===== config.mk =====
export PLATFORM = sky130hd
export DESIGN_NAME = snek_game_ctrl
export DESIGN_NICKNAME = d
export VERILOG_FILES = /design/src/rtl/snek_game_ctrl.sv
export SDC_FILE = /design/constraint.sdc
export NUM_CORES = 1
export LEC_CHECK = 0
export BUFFER_PORTS_ARGS = -buffer_cell sky130_fd_sc_hd__buf_2
export CORE_ASPECT_RATIO = 2
export CORE_MARGIN = 4
export CORE_UTILIZATION = 59
export CTS_BUF_LIST = sky130_fd_sc_hd__clkbuf_4
export DETAILED_ROUTE_END_ITERATION = 16
export PLACE_DENSITY = 0.79
export SLEW_MARGIN = 20
export SYNTH_ARGS = -nofsm -noshare
export SYNTH_HDL_FRONTEND = slang
export SYNTH_SLANG_ARGS = --single-unit

===== constraint.sdc =====
create_clock -name clk_i -period 11 [get_ports clk_i]
set_clock_uncertainty 0.2 [all_clocks]
set_input_delay 0 -clock clk_i [delete_from_list [all_inputs] [get_ports clk_i]]
set_output_delay 0 -clock clk_i [all_outputs]
set_load 0.02 [all_outputs]

===== src/rtl/snek_game_ctrl.sv =====
// snek_game_ctrl: splash/play/death sequencing, direction capture, frame pacing and food/score bookkeeping.
// Optional: define SNEK_SPLASH_SKIP_EN to let any button press end the splash screen early.
module snek_game_ctrl #(
    parameter int unsigned GRID_W    = 32,
    parameter int unsigned GRID_H    = 24,
    parameter int unsigned COORD_W   = 6,
    parameter int unsigned LEN_W     = 8,
    parameter int unsigned TICK_BASE = 3125000,
    parameter int unsigned TICK_STEP = 200000,
    parameter int unsigned TICK_MIN  = 625000,
    parameter int unsigned MS_CYCLES = 12500,
    parameter int unsigned SPLASH_MS = 10000,
    parameter int unsigned DEAD_MS   = 2000
) (
    input  logic               clk_i,
    input  logic               rst_i,
    input  logic [3:0]         buttons_i,
    input  logic [COORD_W-1:0] head_h_i,
    input  logic [COORD_W-1:0] head_v_i,
    input  logic [COORD_W-1:0] food_h_i,
    input  logic [COORD_W-1:0] food_v_i,
    input  logic [LEN_W-1:0]   snek_len_i,
    input  logic               dead_i,
    output logic [1:0]         dir_o,
    output logic               frame_tick_o,
    output logic               grow_flag_o,
    output logic               new_food_flag_o,
    output logic               game_rst_o,
    output logic               run_o,
    output logic [1:0]         state_o,
    output logic [LEN_W-1:0]   score_o
);
    localparam int unsigned PW     = 32;
    localparam int unsigned MSP_W  = $clog2(MS_CYCLES + 1);
    localparam int unsigned MS_MAX = (SPLASH_MS > DEAD_MS) ? SPLASH_MS : DEAD_MS;
    localparam int unsigned MSC_W  = $clog2(MS_MAX + 1);

    localparam logic [1:0] ST_SPLASH  = 2'd0;
    localparam logic [1:0] ST_RESTART = 2'd1;
    localparam logic [1:0] ST_PLAY    = 2'd2;
    localparam logic [1:0] ST_DYING   = 2'd3;

    logic [1:0]       state_q, state_d;
    logic [MSP_W-1:0] ms_pre_q, ms_pre_d;
    logic [MSC_W-1:0] ms_cnt_q, ms_cnt_d;
    logic [PW-1:0]    frame_cnt_q, frame_cnt_d;
    logic [PW-1:0]    period_q, period_d;
    logic [1:0]       dir_q, dir_d;
    logic [1:0]       pending_q, pending_d;
    logic [LEN_W-1:0] score_q, score_d;
    logic             match_q;
    logic             frame_tick_q, frame_tick_d;
    logic             grow_q, grow_d;
    logic             new_food_q, new_food_d;
    logic             game_rst_q, game_rst_d;
    logic             run_q, run_d;

    logic             ms_tick;
    logic             match;
    logic             food_invalid;
    logic             splash_skip;
    logic             hit;
    logic [1:0]       cand_dir;
    logic [PW-1:0]    prod;
    logic [PW-1:0]    period_new;

    assign ms_tick      = (ms_pre_q == MSP_W'(MS_CYCLES - 1));
    assign match        = (head_h_i == food_h_i) && (head_v_i == food_v_i);
    assign food_invalid = (PW'(food_h_i) >= GRID_W) || (PW'(food_v_i) >= GRID_H);

`ifdef SNEK_SPLASH_SKIP_EN
    assign splash_skip = |buttons_i;
`else
    assign splash_skip = 1'b0;
`endif

    // Frame period shrinks with length but is clamped before it can drop under the floor.
    assign prod       = PW'(TICK_STEP) * PW'(snek_len_i);
    assign period_new = (prod >= PW'(TICK_BASE - TICK_MIN)) ? PW'(TICK_MIN)
                                                            : PW'(TICK_BASE) - prod;

    // Button priority: left > right > up > down.
    always_comb begin
        cand_dir = 2'd3;
        if (buttons_i[1])      cand_dir = 2'd0;
        else if (buttons_i[0]) cand_dir = 2'd1;
        else if (buttons_i[2]) cand_dir = 2'd2;
    end

    always_comb begin
        state_d      = state_q;
        ms_pre_d     = ms_tick ? '0 : ms_pre_q + MSP_W'(1);
        ms_cnt_d     = ms_cnt_q;
        frame_cnt_d  = frame_cnt_q;
        period_d     = period_q;
        dir_d        = dir_q;
        pending_d    = pending_q;
        score_d      = score_q;
        frame_tick_d = 1'b0;
        hit          = 1'b0;

        case (state_q)
            ST_SPLASH: begin
                if (splash_skip) begin
                    state_d  = ST_RESTART;
                    ms_cnt_d = '0;
                end else if (ms_tick) begin
                    if (ms_cnt_q == MSC_W'(SPLASH_MS - 1)) begin
                        state_d  = ST_RESTART;
                        ms_cnt_d = '0;
                    end else begin
                        ms_cnt_d = ms_cnt_q + MSC_W'(1);
                    end
                end
            end
            ST_RESTART: state_d = ST_PLAY;
            ST_PLAY: begin
                // Death pre-empts both the frame tick and any food hit in the same cycle.
                if (dead_i) begin
                    state_d  = ST_DYING;
                    ms_cnt_d = '0;
                end else begin
                    if (frame_cnt_q >= period_q - PW'(1)) begin
                        frame_tick_d = 1'b1;
                        frame_cnt_d  = '0;
                        period_d     = period_new;
                    end else begin
                        frame_cnt_d = frame_cnt_q + PW'(1);
                    end
                    hit = match && !match_q;
                end
            end
            ST_DYING: begin
                if (ms_tick) begin
                    if (ms_cnt_q == MSC_W'(DEAD_MS - 1)) begin
                        state_d  = ST_RESTART;
                        ms_cnt_d = '0;
                    end else begin
                        ms_cnt_d = ms_cnt_q + MSC_W'(1);
                    end
                end
            end
        endcase

        // Reversal (left<->right, up<->down) is the low bit flipped.
        if (frame_tick_d && (pending_q != (dir_q ^ 2'd1))) dir_d = pending_q;
        if ((state_q != ST_SPLASH) && (|buttons_i)) pending_d = cand_dir;
        if (hit && (score_q != {LEN_W{1'b1}})) score_d = score_q + LEN_W'(1);

        if (state_d == ST_RESTART) begin
            score_d     = '0;
            dir_d       = 2'd0;
            frame_cnt_d = '0;
            period_d    = period_new;
        end

        grow_d     = hit;
        new_food_d = hit || food_invalid || (state_d == ST_RESTART);
        game_rst_d = (state_d == ST_RESTART);
        run_d      = (state_d == ST_PLAY);
    end

    always_ff @(posedge clk_i) begin
        if (rst_i) begin
            state_q      <= ST_SPLASH;
            ms_pre_q     <= '0;
            ms_cnt_q     <= '0;
            frame_cnt_q  <= '0;
            period_q     <= PW'(TICK_BASE);
            dir_q        <= 2'd0;
            pending_q    <= 2'd0;
            score_q      <= '0;
            match_q      <= 1'b0;
            frame_tick_q <= 1'b0;
            grow_q       <= 1'b0;
            new_food_q   <= 1'b0;
            game_rst_q   <= 1'b0;
            run_q        <= 1'b0;
        end else begin
            state_q      <= state_d;
            ms_pre_q     <= ms_pre_d;
            ms_cnt_q     <= ms_cnt_d;
            frame_cnt_q  <= frame_cnt_d;
            period_q     <= period_d;
            dir_q        <= dir_d;
            pending_q    <= pending_d;
            score_q      <= score_d;
            match_q      <= match;
            frame_tick_q <= frame_tick_d;
            grow_q       <= grow_d;
            new_food_q   <= new_food_d;
            game_rst_q   <= game_rst_d;
            run_q        <= run_d;
        end
    end

    assign state_o         = state_q;
    assign dir_o           = dir_q;
    assign score_o         = score_q;
    assign frame_tick_o    = frame_tick_q;
    assign grow_flag_o     = grow_q;
    assign new_food_flag_o = new_food_q;
    assign game_rst_o      = game_rst_q;
    assign run_o           = run_q;

endmodule


==> flow_summary.json <==
{
  "grt_pass1_wl_mm": 26.6,
  "min_path_type": "input pin to flip-flop",
  "fin_crit_sh_pct": 42.5,
  "grt_max_degree": 39,
  "cts_max_level": 3,
  "synth_ff_type": "dfxtp_1",
  "cp_max_fo": 17,
  "antenna_found_initial": 1,
  "outcome": "complete, no violations",
  "crit_required_ns": 11.11,
  "final_util_pct": 66.0,
  "clkPwrFrac_pct": 18.5,
  "synth_area_sq_mm": 0.00677,
  "grt_usage_pct": 24.3,
  "fill_cells": 947,
  "via_count": 5702,
  "arrival_ns": 4.79,
  "nets": 967,
  "multiInputGateArea_sq_mm": 0.00449,
  "min_period_ns": 4.68,
  "reg2reg_depth": 10,
  "drv_cap": 0,
  "cp-end-kind": "flip-flop",
  "final_common_cell": "nor2_1",
  "start_util_pct": 60.0,
  "pwr-share-seq_pct": 38.8,
  "viasPerCell": 5.82,
  "drcViolationCount": 0,
  "clock_latency_ns": 0.46,
  "synthToLayoutAreaGrowth_pct": 9.98,
  "reg2reg_slack_ns": 7.36,
  "syn_nets": 898,
  "first_global_vias": 5811,
  "synth_area_leaders": "dfxtp_1 30%, ha_1 16%, xor2_1 8.2%",
  "ys_seq_area_share_pct": 30.2,
  "clkTransAtPathRegs_ns": 0.16,
  "cts_tree": "built",
  "dp_hpwl_mm": 12.8,
  "worst_setup_path_start_kind": "input pin",
  "p_leak_nw": 3.35,
  "max_freq_ghz": 0.214,
  "setup-tns-final_ns": 0,
  "p_sw_share_pct": 38.0,
  "rr_endpoint": "period_q[13]",
  "place.gp.congestion": 0.915,
  "cts_num_sinks": 102,
  "tightest_slew_ns": 1.03,
  "cts.path.max_buffers": 2,
  "worstHoldStart": "snek_len_i[1]",
  "p_sw_mw": 0.364,
  "dr.pass1.iters": 7,
  "rsz0062_at_grt": "no",
  "drtIter0Drc": 223,
  "seqCellArea_sq_mm": 0.00204,
  "finalSetupViolCount": 0,
  "root_buffer": "clkbuf_4",
  "critical_path.startpoint": "snek_len_i[0]",
  "mostFrequentLayoutCells": "116 x nor2_1, 102 x dfxtp_1, 85 x ha_1",
  "p_int_mw": 0.594,
  "die-area_sq_mm": 0.0134,
  "cts_resized": 0,
  "synth_cells": 762,
  "routedWlPerCell_um": 16.3,
  "grt_overflow_total": 0,
  "syn-mean-instance-area_sq_um": 8.88,
  "die_h_um": 159,
  "yosysTopAreaCellShare_pct": 30.2,
  "cp-endpoint": "period_q[15]",
  "yosysTopAreaCell": "dfxtp_1",
  "p_per_area_mw_per_mm2": 129,
  "crit_type": "input pin to flip-flop",
  "dpl_cell_area_sq_mm": 0.00715,
  "rows": 55,
  "ys_ff_latch": 102,
  "ys_types": 69,
  "antenna_left": 0,
  "fin_area_sq_mm": 0.00744,
  "layout-drive-gt1-share_pct": 11.8,
  "cts_inserted_buffers": 9,
  "ir_drop_mv": 0.0910,
  "synth_edf_count": 0,
  "core_area_sq_mm": 0.0113,
  "port_buffers": 55,
  "die_w_um": 83.7,
  "maxSlewViolCount": 0,
  "combPwrFrac_pct": 42.7,
  "io-pin-count": 56,
  "synth_warnings": 0,
  "slew_headroom_pct": 31.0,
  "drt_wl_total_mm": 16.0,
  "finalHoldViolCount": 0,
  "reg2reg_from": "period_q[30]",
  "async_flop_share_pct": 0
}
==> critical path: stages <==
cell,delay (ns)
dlygate4sd3_1,0.52
buf_2,0.23
inv_1,0.16
ha_1,0.42
fa_1,0.42
fa_1,0.46
ha_1,0.41
a21oi_1,0.14
o21ai_0,0.20
o41ai_2,0.39
mux2i_1,0.24
o2111ai_1,0.18
nor4b_4,0.80
a32oi_1,0.21
==> power by group through the flow <==
stage	logic [mW]	registers [mW]	clock network (mW)
floorplan	0.313	0.380	0
global placement	0.391	0.380	0
detailed placement	0.402	0.380	0
CTS	0.408	0.372	0.179
global route	0.454	0.372	0.195
finish	0.409	0.372	0.177
==> cell families (layout without fill, tap and decap cells) <==
family / Yosys count / after routing / share of synthesized area, %
xor gates and xnor gates: 97 / 97 / 12.7
AOI/OAI and AO/OA: 114 / 114 / 12.1
adders and majority gates: 97 / 97 / 19.3
DFF: 102 / 102 / 30.2
and+or+nand+nor: 290 / 290 / 21.3
muxes: 7 / 7 / 1.04
buffers and inverters: 55 / 129 / 3.42
other: 0 / 1 / 0
==> how the worst min path moves through the flow <==
stage | end | cells after the start
4_1_cts | period_q[7] | 4
3_3_place_gp | pending_q[0] | 4
5_1_grt | period_q[7] | 4
3_5_place_dp | pending_q[0] | 4
6_report | period_q[7] | 4
2_1_floorplan | state_o[0] | 1
==> registers in the layout, indices dropped and copies added (netlist names) <==
signal           cells
frame_cnt_q         32
period_q            22
ms_cnt_q            14
ms_pre_q            14
score_o              8
dir_o                2
pending_q            2
state_o              2
frame_tick_o         1
game_rst_o           1
grow_flag_o          1
match_q              1
new_food_flag_o      1
run_o                1
==> synthesized netlist by cell type (5+ instances only) <==
| cell | instances |
|---|---|
| nor3_1 | 8 |
| and3_1 | 20 |
| nor2_1 | 116 |
| xnor2_1 | 33 |
| nand3_1 | 33 |
| o2111ai_1 | 5 |
| clkbuf_1 | 12 |
| a221o_2 | 6 |
| nand4_1 | 22 |
| o21ai_0 | 14 |
| a21o_1 | 10 |
| a21oi_1 | 30 |
| nor4_1 | 5 |
| ha_1 | 85 |
| o211ai_1 | 5 |
| mux2i_1 | 7 |
| inv_1 | 39 |
| xor2_1 | 63 |
| dfxtp_1 | 102 |
| and2_1 | 8 |
| fa_1 | 12 |
| nand2_1 | 43 |
==> cell type report <==
cell class | count | area share [%]
multi-input cells | 605 | 60.4
flip-flops and latches | 102 | 27.4
repair buffers | 74 | 6.19
well taps | 142 | 2.39
inverters | 39 | 1.97
clock buffers | 10 | 1.01
clock inverters | 6 | 0.605
diodes | 1 | 0.0336
==> metrics by stage <==
step                      hold WS, ns  setup slack (ns)  total power, mW  std cells
after floorplan                -0.112              6.75            0.693        762
after global placement          0.147              6.21            0.771        945
after detailed placement        0.145              6.01            0.782        945
after CTS                      0.0866              6.35            0.959        978
after global routing           0.0817              6.06             1.02        979
final                           0.112              6.32            0.958        979
==> repair_timing <==
item	in CTS	in global routing
setup buffers	0	0
endpoints found under the hold margin	25	0
hold buffers	17	0
==> per-layer routing <==
metal	vias up	global-route usage, %	part of all wire, %
met2	96	48.5	58
met3	46	2.85	1.9
li1	2824	-	-
met4	0	13.9	5.6
met5	-	0	0
met1	2736	22.6	35
Power figures use the tool's default switching activity.
